## src/rtl/pc_pkg.sv

```systemverilog
// ============================================================================
// pc_pkg : shared state encoding and default vectors for the PC fetch unit
// Rev 1.0
// ============================================================================
`default_nettype none

package pc_pkg;

   typedef enum logic [1:0] {
      ST_HOLD = 2'd0,
      ST_REQ  = 2'd1,
      ST_WAIT = 2'd2
   } state_t;

   localparam logic [31:0] DEF_RESET_VECTOR = 32'h0000_0000;
   localparam logic [31:0] DEF_TRAP_VECTOR  = 32'h0000_0100;
   localparam int unsigned DEF_INC          = 4;

endpackage

`default_nettype wire

```

## src/rtl/pc_next_sel.sv

```systemverilog
// ============================================================================
// pc_next_sel : next-PC priority mux (trap > redirect > stall > accept)
// Rev 1.0
// ============================================================================
`default_nettype none

module pc_next_sel #(
   parameter int unsigned      XLEN        = 32,
   parameter logic [XLEN-1:0]  TRAP_VECTOR = 32'h0000_0100
) (
   input  logic            active_i,
   input  logic [XLEN-1:0] pc_i,
   input  logic [XLEN-1:0] pc_plus_inc_i,
   input  logic            trap_i,
   input  logic            redirect_valid_i,
   input  logic [XLEN-1:0] redirect_target_i,
   input  logic            stall_i,
   input  logic            accept_i,
   output logic [XLEN-1:0] pc_d_o,
   output logic            misaligned_d_o
);

   always_comb begin
      pc_d_o         = pc_i;
      misaligned_d_o = 1'b0;
      if (active_i) begin
         if (trap_i) begin
            pc_d_o = TRAP_VECTOR;
         end else if (redirect_valid_i) begin
            // A misaligned target is converted into a trap rather than fetched.
            if (redirect_target_i[1:0] != 2'b00) begin
               pc_d_o         = TRAP_VECTOR;
               misaligned_d_o = 1'b1;
            end else begin
               pc_d_o = redirect_target_i;
            end
         end else if (!stall_i && accept_i) begin
            pc_d_o = pc_plus_inc_i;
         end
      end
   end

endmodule

`default_nettype wire

```

## src/rtl/pc_fetch_unit.sv

```systemverilog
// ============================================================================
// pc_fetch_unit : program counter with valid/ready fetch-request FSM
// Rev 1.0
// ============================================================================
`default_nettype none

module pc_fetch_unit
   import pc_pkg::*;
#(
   parameter int unsigned      XLEN         = 32,
   parameter logic [XLEN-1:0]  RESET_VECTOR = DEF_RESET_VECTOR,
   parameter logic [XLEN-1:0]  TRAP_VECTOR  = DEF_TRAP_VECTOR,
   parameter int unsigned      INC          = DEF_INC,
   parameter int unsigned      HOLD_CYCLES  = 2
) (
   input  logic            clk,
   input  logic            reset,
   input  logic            stall,
   input  logic            redirect_valid,
   input  logic [XLEN-1:0] redirect_target,
   input  logic            trap_req,
   output logic            imem_req_valid,
   input  logic            imem_req_ready,
   output logic [XLEN-1:0] imem_addr,
   output logic [XLEN-1:0] pc_out,
   output logic [XLEN-1:0] pc_plus_inc,
   output logic            misaligned
);

   localparam int unsigned     CNT_W     = $clog2(HOLD_CYCLES + 1);
   localparam logic [CNT_W-1:0] HOLD_LAST = CNT_W'(HOLD_CYCLES - 1);
   localparam logic [XLEN-1:0]  INC_V     = XLEN'(INC);

   state_t            state_q;
   logic [CNT_W-1:0]  hold_cnt_q;
   logic [XLEN-1:0]   pc_q;
   logic [XLEN-1:0]   pc_d;
   logic              misaligned_q;
   logic              misaligned_d;
   logic              active;
   logic              accept;

   assign active         = (state_q == ST_REQ) || (state_q == ST_WAIT);
   // WAIT never withdraws a request, even under stall.
   assign imem_req_valid = ((state_q == ST_REQ) && !stall) || (state_q == ST_WAIT);
   assign accept         = imem_req_valid && imem_req_ready;
   assign pc_plus_inc    = pc_q + INC_V;
   assign pc_out         = pc_q;
   assign imem_addr      = pc_q;
   assign misaligned     = misaligned_q;

   pc_next_sel #(
      .XLEN        (XLEN),
      .TRAP_VECTOR (TRAP_VECTOR)
   ) u_next_sel (
      .active_i          (active),
      .pc_i              (pc_q),
      .pc_plus_inc_i     (pc_plus_inc),
      .trap_i            (trap_req),
      .redirect_valid_i  (redirect_valid),
      .redirect_target_i (redirect_target),
      .stall_i           (stall),
      .accept_i          (accept),
      .pc_d_o            (pc_d),
      .misaligned_d_o    (misaligned_d)
   );

   always_ff @(posedge clk or posedge reset) begin
      if (reset) begin
         state_q      <= ST_HOLD;
         hold_cnt_q   <= '0;
         pc_q         <= RESET_VECTOR;
         misaligned_q <= 1'b0;
      end else begin
         misaligned_q <= 1'b0;
         case (state_q)
            ST_HOLD: begin
               if (hold_cnt_q == HOLD_LAST) begin
                  state_q <= ST_REQ;
               end else begin
                  hold_cnt_q <= hold_cnt_q + CNT_W'(1);
               end
            end
            ST_REQ, ST_WAIT: begin
               pc_q         <= pc_d;
               misaligned_q <= misaligned_d;
               if (trap_req || redirect_valid) begin
                  state_q <= ST_REQ;
               end else if (stall) begin
                  state_q <= state_q;
               end else if (imem_req_ready) begin
                  state_q <= ST_REQ;
               end else begin
                  state_q <= ST_WAIT;
               end
            end
            default: state_q <= ST_HOLD;
         endcase
      end
   end

endmodule

`default_nettype wire
```

## config.mk

```make
export PLATFORM = sky130hd
export DESIGN_NAME = pc_fetch_unit
export DESIGN_NICKNAME = d
export VERILOG_FILES = /design/src/rtl/pc_pkg.sv /design/src/rtl/pc_next_sel.sv /design/src/rtl/pc_fetch_unit.sv
export SDC_FILE = /design/constraint.sdc
export NUM_CORES = 1
export LEC_CHECK = 0
export CAP_MARGIN = 20
export CORE_MARGIN = 2
export CORE_UTILIZATION = 42
export DETAILED_ROUTE_END_ITERATION = 12
export GPL_TIMING_DRIVEN = 0
export HOLD_SLACK_MARGIN = 0.12
export PLACE_DENSITY = 0.94
export SYNTH_ARGS = -nofsm -noshare
export SYNTH_HDL_FRONTEND = slang
export SYNTH_SLANG_ARGS = --single-unit
```

## constraint.sdc

```tcl
create_clock -name clk -period 2.7 [get_ports clk]
set_input_delay 0.54 -clock clk [delete_from_list [all_inputs] [get_ports clk]]
set_output_delay 0.54 -clock clk [all_outputs]
set_load 0.02 [all_outputs]
```

==> metrics.txt <==
Initial Util=43.0%; Synth Cell Area=just under 0.003 mm2; Slew HR=between 30% and 40%; count leader, synth=nand2_1; Seq/Total Area, Yosys=32.0%; share of the synthesized area in the top cell type=32.0%; Seq cells post-synth=37; vias per inst=6.33; Setup WS post-layout=-141 ps; Req. time, crit path=~2900 ps; Worst Tran Pin Value=941 ps; Synth Instances=336; core area=between 0.006 and 0.007 mm2; fin crit period=2840 ps; initial antenna violation count=0; area of the multi-input gates=around 0.0017 mm2; cell area after layout=0.00488 mm2; main area contributors after synthesis=dfrtp_1 (32%), buf_4 (9.1%), xnor2_1 (6.4%); clock sink total=37; DRC errors left=0; synth unique cells=47; drt total wl=13.1 mm; area delta synth->final=68.7%; CP Max Fanout=10; Final Wtd Congestion=approximately 0.9; vias=between 3,000 and 4,000; wire per inst=21.7 um; antenna cell count=0; type of the worst min-delay path=reg2reg; FP Rows=30; Mean Syn Cell Area=8.61 um2; endpoint type of the worst setup path=flop; total of max-cap violations=0; layout cell share with drive strength beyond 1=approximately 29%; Max clock buf depth=2; die height=87.0 um; TritonCTS buffer count=5; CTS tree=built; pre-CTS setup slack=-531 ps; die width=87.0 um; DP Area=0.00434 mm2; startpoint types=flop; top cells by instance count after synthesis=nand2_1 (43), dfrtp_1 (37), buf_4 (35); Placed Cells=approximately 550; Hold WS=553 ps; status=finished with violations; largest net degree at the start of global routing=38; worst vdd ir=511 uV; DIE AREA=0.00756 mm2; Post-synth top flop=dfrtp_1; clk root buf=clkbuf_8; LEAKAGE=0.00222 uW; Reg clk slew, reported paths=approximately 80 ps; vias in the first global route=3,535; violated checks=setup timing; Tcrit/Tclk final=105%; grt total ovfl=0; nets=566; fillers=417; # setup viols final=16; worst skew pair latency=290 ps; PortBufs=135; FF+latch area=947 um2; Worst Skew=2.01 ps; area leader, netlist=dfrtp_1; H-tree depth=2; PD cells=about 580 mW/mm2; Post-synth EDFFs=0; critical path class=reg2reg; 1st-iter DRT viols=656; I/O Pins=136; first-pass GRT wire length=17.9 mm; Ys Warns=0; Slew Limit Fails=0; antenna viol nets, final=0; crit path DAT=3020 ps; unrepaired setup endpoints after global routing=yes; Post-Layout Cell Count=about 600; Pre-Repair DR Iteration Count=6; post-layout util=72.6%; Post-synth ARST share=100%; gr usage total=30.1%; Hold Violations, Final=0; reg2reg setup slack=-140 ps; Achievable Freq=0.352 GHz; Mapped Nets=380; dpl hpwl=6.98 mm
[per-layer routing]
layer  vias up  track usage [%]  wire, um
met1      1747             37.2      4510
li1       1558                -         -
met4         0             14.6       741
met5         -                0         0
met2       404             49.3      6040
met3       100             6.82      1760
[worst max-delay path, cell delays in order (launching register included)]
cell and delay [ps]:
dfrtp_1 440, inv_1 120, ha_1 430, nand3b_1 220
o21a_1 380, nor3_2 350, clkbuf_4 310, buf_2 250
nand2_1 110, o311ai_1 100
[timing repair]
item / CTS / global route
endpoints found under the setup margin: 25 / 32
hold buffers: 0 / 0
resized for setup: 77 / 43
setup buffers: 24 / 20
pin swaps: 10 / 10
[final timing paths]
check                             start            end  depth (start not counted)
setup / recovery             state_q[0]  imem_addr[28]                          9
hold / removal             imem_addr[1]   imem_addr[1]                          1
setup reg to reg             state_q[0]  imem_addr[28]                          9
hold reg to reg            imem_addr[1]   imem_addr[1]                          1
max in group asynchronous         reset  imem_addr[18]                          2
min in group asynchronous         reset  imem_addr[13]                          2
[sequential cells by signal, indices dropped and copies added (netlist names)]
register    flops
imem_addr      32
misaligned      1
state_q         2
hold_cnt_q      2
[cells in the final DEF, fill, tap and decap left out, types with 11 or more instances in the layout]
master / synthesis / layout
dfrtp_2: 0 / 17
o311ai_1: 12 / 12
nor2_1: 20 / 17
nand3_1: 13 / 11
clkdlybuf4s50_1: 0 / 111
dfrtp_1: 37 / 20
o21ai_0: 31 / 30
xnor2_1: 21 / 21
buf_4: 35 / 78
nand2_1: 43 / 41
inv_1: 12 / 11
[report_power, final]
group	total, uW	internal, uW	switching (uW)
sequential	804	642	162
clock	413	203	210
combinational	1620	759	859
total	2830	1600	1230
[cell families (layout without fill, tap and decap cells)]
logic type	count (synthesis)	after routing	share of synthesized area, %
and+or+nand+nor	120	120	23.4
AOI/OAI and AO/OA	83	83	19.5
buffers and inverters	60	246	13.3
DFF	37	37	32.0
xor gates and xnor gates	29	29	8.78
adders and majority gates	6	6	2.60
muxes	1	1	0.346
[area by class of cell]
type / count / share of cell area (%)
multi-input cells: 239 / 35.1
clock buffers: 7 / 1.77
flip-flops and latches: 37 / 19.4
inverters: 12 / 0.924
repair buffers: 180 / 33.4
well taps: 80 / 2.05
plain buffers: 47 / 7.31
[stage by stage]
stage	total power, uW	TNS (ps)
detailed placement	2210	-6000
finish	2830	-1260
CTS	2650	-45.3
floorplan	1560	0
global placement	2170	-4660
global route	2920	-2520
Power figures use the tool's default switching activity.
